<file path="config.mk">
export PLATFORM = sky130hd
export DESIGN_NAME = decode_issue_stage
export DESIGN_NICKNAME = d
export VERILOG_FILES = /design/src/rtl/decode_issue_stage_pkg.sv /design/src/rtl/decode_issue_stage_load_use_detect.sv /design/src/rtl/decode_issue_stage.sv
export SDC_FILE = /design/constraint.sdc
export NUM_CORES = 1
export LEC_CHECK = 0
export CAP_MARGIN = 15
export CORE_MARGIN = 5
export CORE_UTILIZATION = 44
export DETAILED_ROUTE_END_ITERATION = 12
export PLACE_DENSITY = 0.82
export SYNTH_ARGS = -nofsm -noshare
export SYNTH_HDL_FRONTEND = slang
export SYNTH_SLANG_ARGS = --single-unit
</file>
<file path="constraint.sdc">
create_clock -name clk -period 4.4 [get_ports clk]
set_clock_uncertainty 0.1 [all_clocks]
set_input_delay 0.88 -clock clk [delete_from_list [all_inputs] [get_ports clk]]
set_output_delay 0.88 -clock clk [all_outputs]
set_load 0.1 [all_outputs]
</file>
<file path="src/rtl/decode_issue_stage_pkg.sv">
// rtl/decode_issue_stage_pkg.sv - shared state encoding and control-bundle layout for the decode/issue stage
package decode_issue_stage_pkg;

  typedef enum logic {
    IDLE     = 1'b0,
    WAIT_IMM = 1'b1
  } state_e;

  // Layout of the decoded control bundle carried through to EX (LSB first: alu_op).
  typedef struct packed {
    logic [1:0] rsvd;
    logic       mem_write;
    logic       wb_en;
    logic [3:0] alu_op;
  } ctrl_t;

  localparam ctrl_t CTRL_BUBBLE = '0;

endpackage

</file>
<file path="src/rtl/decode_issue_stage_load_use_detect.sv">
// rtl/decode_issue_stage_load_use_detect.sv - load-use hazard compare between ID/EX and the ID read addresses
module load_use_detect #(
  parameter int N = 3
) (
  input  logic         ex_valid_i,
  input  logic         ex_mem_read_i,
  input  logic [N-1:0] ex_dst_i,
  input  logic [N-1:0] rd_src_i,
  input  logic [N-1:0] rd_dst_i,
  input  logic         uses_src_i,
  input  logic         uses_dst_i,
  output logic         hz_o
);

  assign hz_o = ex_valid_i & ex_mem_read_i &
                ((uses_src_i & (ex_dst_i == rd_src_i)) |
                 (uses_dst_i & (ex_dst_i == rd_dst_i)));

endmodule

</file>
<file path="src/rtl/decode_issue_stage.sv">
// rtl/decode_issue_stage.sv - register read, load-use stall, two-word immediate assembly and ID/EX register
module decode_issue_stage
  import decode_issue_stage_pkg::*;
#(
  parameter int W  = 16,
  parameter int N  = 3,
  parameter int CW = 8
) (
  input  logic          clk,
  input  logic          rst,
  input  logic          in_valid,
  input  logic [N-1:0]  id_src,
  input  logic [N-1:0]  id_dst,
  input  logic          id_uses_src,
  input  logic          id_uses_dst,
  input  logic          id_has_imm,
  input  logic          id_mem_read,
  input  logic [CW-1:0] id_ctrl,
  input  logic [W-1:0]  fetch_word,
  input  logic [W-1:0]  rf_rsrc,
  input  logic [W-1:0]  rf_rdst,
  input  logic          ex_flush,
  output logic [N-1:0]  rf_src,
  output logic [N-1:0]  rf_dst,
  output logic          stall_fetch,
  output logic          ex_valid,
  output logic [CW-1:0] ex_ctrl,
  output logic          ex_mem_read,
  output logic [N-1:0]  ex_src,
  output logic [N-1:0]  ex_dst,
  output logic [W-1:0]  ex_rsrc,
  output logic [W-1:0]  ex_rdst,
  output logic [W-1:0]  ex_imm,
  output logic [15:0]   stall_count
);

  state_e        state_q, state_d;
  logic [N-1:0]  h_src_q, h_src_d, h_dst_q, h_dst_d;
  logic          h_uses_src_q, h_uses_src_d, h_uses_dst_q, h_uses_dst_d;
  logic          h_mem_read_q, h_mem_read_d;
  logic [CW-1:0] h_ctrl_q, h_ctrl_d;

  logic          ex_valid_q, ex_valid_d, ex_mem_read_q, ex_mem_read_d;
  logic [CW-1:0] ex_ctrl_q, ex_ctrl_d;
  logic [N-1:0]  ex_src_q, ex_src_d, ex_dst_q, ex_dst_d;
  logic [W-1:0]  ex_rsrc_q, ex_rsrc_d, ex_rdst_q, ex_rdst_d, ex_imm_q, ex_imm_d;
  logic [15:0]   stall_count_q, stall_count_d;

  logic waiting, uses_src, uses_dst, hz, stall_c;

  // While waiting for the immediate word, IF/ID holds that word, so reads come from the held instruction.
  assign waiting  = (state_q == WAIT_IMM);
  assign rf_src   = waiting ? h_src_q      : id_src;
  assign rf_dst   = waiting ? h_dst_q      : id_dst;
  assign uses_src = waiting ? h_uses_src_q : id_uses_src;
  assign uses_dst = waiting ? h_uses_dst_q : id_uses_dst;

  load_use_detect #(.N(N)) u_load_use_detect (
    .ex_valid_i    (ex_valid_q),
    .ex_mem_read_i (ex_mem_read_q),
    .ex_dst_i      (ex_dst_q),
    .rd_src_i      (rf_src),
    .rd_dst_i      (rf_dst),
    .uses_src_i    (uses_src),
    .uses_dst_i    (uses_dst),
    .hz_o          (hz)
  );

  always_comb begin
    state_d       = state_q;
    h_src_d       = h_src_q;
    h_dst_d       = h_dst_q;
    h_uses_src_d  = h_uses_src_q;
    h_uses_dst_d  = h_uses_dst_q;
    h_mem_read_d  = h_mem_read_q;
    h_ctrl_d      = h_ctrl_q;
    ex_valid_d    = 1'b0;
    ex_ctrl_d     = CW'(CTRL_BUBBLE);
    ex_mem_read_d = 1'b0;
    ex_src_d      = '0;
    ex_dst_d      = '0;
    ex_rsrc_d     = '0;
    ex_rdst_d     = '0;
    ex_imm_d      = '0;
    stall_count_d = stall_count_q;
    stall_c       = 1'b0;

    if (ex_flush) begin
      state_d      = IDLE;
      h_src_d      = '0;
      h_dst_d      = '0;
      h_uses_src_d = 1'b0;
      h_uses_dst_d = 1'b0;
      h_mem_read_d = 1'b0;
      h_ctrl_d     = '0;
    end else if (!waiting && !in_valid) begin
      state_d = IDLE;
    end else if (hz) begin
      stall_c = 1'b1;
      if (stall_count_q != 16'hFFFF) stall_count_d = stall_count_q + 16'd1;
    end else if (!waiting && id_has_imm) begin
      state_d      = WAIT_IMM;
      h_src_d      = id_src;
      h_dst_d      = id_dst;
      h_uses_src_d = id_uses_src;
      h_uses_dst_d = id_uses_dst;
      h_mem_read_d = id_mem_read;
      h_ctrl_d     = id_ctrl;
    end else if (!waiting || in_valid) begin
      // Issue: a plain instruction from IDLE, or the held one now that its immediate has arrived.
      state_d       = IDLE;
      ex_valid_d    = 1'b1;
      ex_ctrl_d     = waiting ? h_ctrl_q     : id_ctrl;
      ex_mem_read_d = waiting ? h_mem_read_q : id_mem_read;
      ex_src_d      = rf_src;
      ex_dst_d      = rf_dst;
      ex_rsrc_d     = rf_rsrc;
      ex_rdst_d     = rf_rdst;
      ex_imm_d      = waiting ? fetch_word : '0;
    end
  end

  always_ff @(posedge clk or posedge rst) begin
    if (rst) begin
      state_q       <= IDLE;
      h_src_q       <= '0;
      h_dst_q       <= '0;
      h_uses_src_q  <= 1'b0;
      h_uses_dst_q  <= 1'b0;
      h_mem_read_q  <= 1'b0;
      h_ctrl_q      <= '0;
      ex_valid_q    <= 1'b0;
      ex_ctrl_q     <= '0;
      ex_mem_read_q <= 1'b0;
      ex_src_q      <= '0;
      ex_dst_q      <= '0;
      ex_rsrc_q     <= '0;
      ex_rdst_q     <= '0;
      ex_imm_q      <= '0;
      stall_count_q <= '0;
    end else begin
      state_q       <= state_d;
      h_src_q       <= h_src_d;
      h_dst_q       <= h_dst_d;
      h_uses_src_q  <= h_uses_src_d;
      h_uses_dst_q  <= h_uses_dst_d;
      h_mem_read_q  <= h_mem_read_d;
      h_ctrl_q      <= h_ctrl_d;
      ex_valid_q    <= ex_valid_d;
      ex_ctrl_q     <= ex_ctrl_d;
      ex_mem_read_q <= ex_mem_read_d;
      ex_src_q      <= ex_src_d;
      ex_dst_q      <= ex_dst_d;
      ex_rsrc_q     <= ex_rsrc_d;
      ex_rdst_q     <= ex_rdst_d;
      ex_imm_q      <= ex_imm_d;
      stall_count_q <= stall_count_d;
    end
  end

  assign stall_fetch = stall_c & ~rst;
  assign ex_valid    = ex_valid_q;
  assign ex_ctrl     = ex_ctrl_q;
  assign ex_mem_read = ex_mem_read_q;
  assign ex_src      = ex_src_q;
  assign ex_dst      = ex_dst_q;
  assign ex_rsrc     = ex_rsrc_q;
  assign ex_rdst     = ex_rdst_q;
  assign ex_imm      = ex_imm_q;
  assign stall_count = stall_count_q;

endmodule

</file>
==> results.txt <==
The combinational family with the most area after synthesis is simple AND/OR/NAND/NOR gates. The die width is 106 um. The count of H-tree levels built during CTS is 3.

The initial antenna violation count is 0. The startpoint identified for the worst register-to-register timing path is state_q$_DFFE_PP0P_. The floorplan row count is 35. The worst endpoint required time came out at 3.42 ns. The count of buffers inserted at the top-level ports came out at 156. After synthesis the netlist holds a flip-flop and latch count of 98. The number of filler cells placed in the layout came out at 733.

The post-route total power came out at 0.00200 W. The critical register-to-register path endpoint is stall_count[14]$_DFFE_PP0P_. The number of antenna repair diodes is 0. The number of vias after detailed routing came out at 2948. Once the clock tree was built, the resizer swapped 0 gates to a different size. The met3 routed wirelength came out at 807 um. Global routing consumed, over all layers together, 17.8% of the routing resources. Walking the worst path, the cells encountered are mux2i_2, xnor2_1, nor3_2, o21ai_1, nor2_1, buf_12. The remaining global-route overflow is 0. The routed wire length came out at 9570 um. The xor/xnor cell area share of the yosys netlist is 4.54%. The final layout net count came out at 564. The number of warnings issued by yosys came out at 0.

Clock tree synthesis inserted a total of 9 buffers. The worst setup path is captured at a primary output. The pin slew with the least headroom to its limit is 1.01 ns. The post-synthesis instance area is 4050 um^2.

The number of nets with antenna violations after detailed routing is 0. The signed area change from the synthesized netlist to the final layout is 47.7%. The root buffer cell chosen for the clock tree is sky130_fd_sc_hd__clkbuf_8.

The power density relative to cell area is 334 nW/um^2. The most used flip-flop cell after synthesis is sky130_fd_sc_hd__dfrtp_1. The share of synthesized cell area in and, or, nand and nor gates came out at 21.1%.

The startpoint type of the worst setup path is a register. After synthesis, the share of flip-flops with an asynchronous set or reset is 100%. The post-synthesis mux area share is 9.42%. The startpoint identified for the worst hold timing path is stall_count[5]$_DFFE_PP0P_. The synthesized net count is 405. The detailed router finished its first iteration with 63 violations. The worst slew margin relative to its limit is 32.3%.

The tree built by TritonCTS fans out to 98 sinks. The total negative setup slack came out at 0 ns. For the worst-skew pair, the clock arrives at the later sink with an insertion delay of 0.35 ns. The worst hold path terminates at stall_count[5]$_DFFE_PP0P_. The longest clock path from root to sink contains 2 buffers. The uppermost layer routed is met4.

For this design, the CTS-stage hold fixing added 0 buffers. In the finished design, the share of the clock period the worst path needs comes to 80.5%. The fraction of the mapped netlist area in adder cells came out at 0.309%. Averaged over all synthesized cells, the footprint is 12.1 um^2. The total DRC errors in the routed layout came out at 0. The setup slack of the worst register-to-register path came out at 1.46 ns. The average routed wire per standard cell came out at 15.7 um.

The number of slew-limit violations in the final report is 0. The run finished with clean final reports. Setup repair after global routing left no endpoint under its margin. At the end of routability-driven placement, the weighted congestion stood at 0.843.

The count of cell types in the netlist came out at 31. Of the cells placed in the final design, the portion with a size suffix greater than 1 is 8.43%. TritonCTS built the clock tree.

The synthesized netlist devotes 1.36% of its cell area to compound gates. The biggest cell delay along the critical path is 0.88 ns. The die outline area is 11200 um^2.

Sequential elements use 60.5% of the synthesized area. The final setup violation count came out at 0. The worst path arrival time came out at 2.56 ns. In the layout the commonest cells are 149 x sky130_fd_sc_hd__clkdlybuf4s50_1, 98 x sky130_fd_sc_hd__dfrtp_1, 50 x sky130_fd_sc_hd__and2_1.

The total setup buffers inserted after CTS is 0. The most common cell after layout, fill and taps aside is sky130_fd_sc_hd__clkdlybuf4s50_1. The number of max-cap violations came out at 0. The die is 106 um tall. In this run the standard cell core region covers 9110 um^2. The post-CTS clock slew at the launch and capture registers of the worst setup and hold paths came out at 0.09 ns. In this run, synthesis inferred 0 flip-flops with an integrated enable. The routed length on met2 came out at 4930 um. The tightest min-delay check is of the register to register type.

The number of cells on the worst reg-to-reg path is 7. The count of buffering cells on the critical path with inverters included is 1. Along the worst hold path, the cell count comes to 1. In this run the static leakage power is 2.73 nW. The initial core utilization came out at 44.5%. The placed wire-length estimate came out at 7050 um. The type of the worst setup path is register to primary output. In this run the worst path has a maximum fanout of 14. In this design, the largest share of critical-path delay is due to flip-flops. For this block, wires on met1 add up to 3710 um. After detailed routing, the number of vias per cell comes to 4.84. VDD sags by at most 0.000242 V. The count of mapped cells out of synthesis came out at 334.

The wire length of the first global-routing pass is 15900 um. The critical path's slowest cell is sky130_fd_sc_hd__dfrtp_1. Derived from the worst setup path, the maximum achievable clock frequency is 282 MHz. The final critical path time including I/O delays and setup is 3.54 ns. The count of endpoints failing hold in the final timing report is 0. Entering global routing, the biggest net connects 86 pins.

The worst hold-check slack is 0.405 ns. The via count of the first global-routing pass was 3205. The boundary pin count came out at 157. The pre-antenna-repair detailed-routing pass consisted of 4 iterations.
-- worst max-delay path by stage --
stage | startpoint | endpoint | slack [ns] | cells after the start
2_1_floorplan | ex_dst[1]$_DFF_PP0_ | stall_fetch | 0.34 | 6
6_report | state_q$_DFFE_PP0P_ | stall_fetch | 0.86 | 6
3_5_place_dp | id_src[0] | stall_fetch | 0.87 | 7
3_3_place_gp | id_src[0] | stall_fetch | 0.90 | 7
4_1_cts | state_q$_DFFE_PP0P_ | stall_fetch | 0.84 | 6
5_1_grt | state_q$_DFFE_PP0P_ | stall_fetch | 0.73 | 6
-- report_power, final --
group / switching [W] / internal, W / leakage, nW / total [W]
sequential: 0.0000156 / 0.000924 / 1.35 / 0.000940
clock: 0.000298 / 0.000395 / 0.121 / 0.000694
combinational: 0.000233 / 0.000129 / 1.26 / 0.000362
total: 0.000547 / 0.00145 / 2.73 / 0.00200
-- stage by stage --
stage	instance area (um^2)	utilization [%]	setup WS, ns	cells
after floorplan	4050	-	0.341	334
after global routing	5980	65.7	0.728	609
after CTS	5950	65.4	0.839	608
after detailed placement	5710	62.7	0.872	592
final	5980	65.7	0.860	609
after global placement	5710	62.7	0.903	592
-- kinds of logic after synthesis --
logic type                 count (synthesis)
adders and majority gates                  1
AOI/OAI and AO/OA                          7
DFF                                       98
and+or+nand+nor                          149
muxes                                     36
buffers and inverters                     22
xor gates and xnor gates                  21
-- synth_stat cells, types with 5 or more instances --
library cell / instances / share of area [%]
sky130_fd_sc_hd__nand2_1: 9 / 0.83
sky130_fd_sc_hd__dfrtp_1: 98 / 61
sky130_fd_sc_hd__mux2i_1: 27 / 6.7
sky130_fd_sc_hd__nand4_1: 7 / 1.1
sky130_fd_sc_hd__nand2b_1: 38 / 5.9
sky130_fd_sc_hd__inv_1: 6 / 0.56
sky130_fd_sc_hd__clkbuf_1: 8 / 0.74
sky130_fd_sc_hd__xor2_1: 12 / 2.6
sky130_fd_sc_hd__nor2_1: 24 / 2.2
sky130_fd_sc_hd__and3_1: 5 / 0.77
sky130_fd_sc_hd__xnor2_1: 9 / 1.9
sky130_fd_sc_hd__and2_1: 50 / 7.7
sky130_fd_sc_hd__mux2_2: 5 / 1.4
-- state kept, by name (all words and copies together), names as in the netlist, 3 cells and up --
signal and flops:
ex_dst 3, h_src_q 3, ex_ctrl 8, ex_imm 16, h_ctrl_q 8, h_dst_q 3
ex_src 3, ex_rsrc 16, ex_rdst 16, stall_count 16
-- routing by layer --
layer,vias to the layer above,GRT usage [%]
met2,99,31.0
met3,8,6.56
li1,1400,-
met5,-,0
met4,0,5.00
met1,1441,20.6
-- area by class of cell --
class / instances / area (um^2) / share of cell area (%)
clock buffers: 12 / 145 / 2.43
multi-input cells: 214 / 1490 / 24.9
well taps: 111 / 139 / 2.32
clock inverters: 4 / 98.8 / 1.65
inverters: 7 / 28.8 / 0.481
flip-flops and latches: 98 / 2450 / 41.0
repair buffers: 163 / 1630 / 27.2
Note: power is estimated with default switching activity, not from simulation.
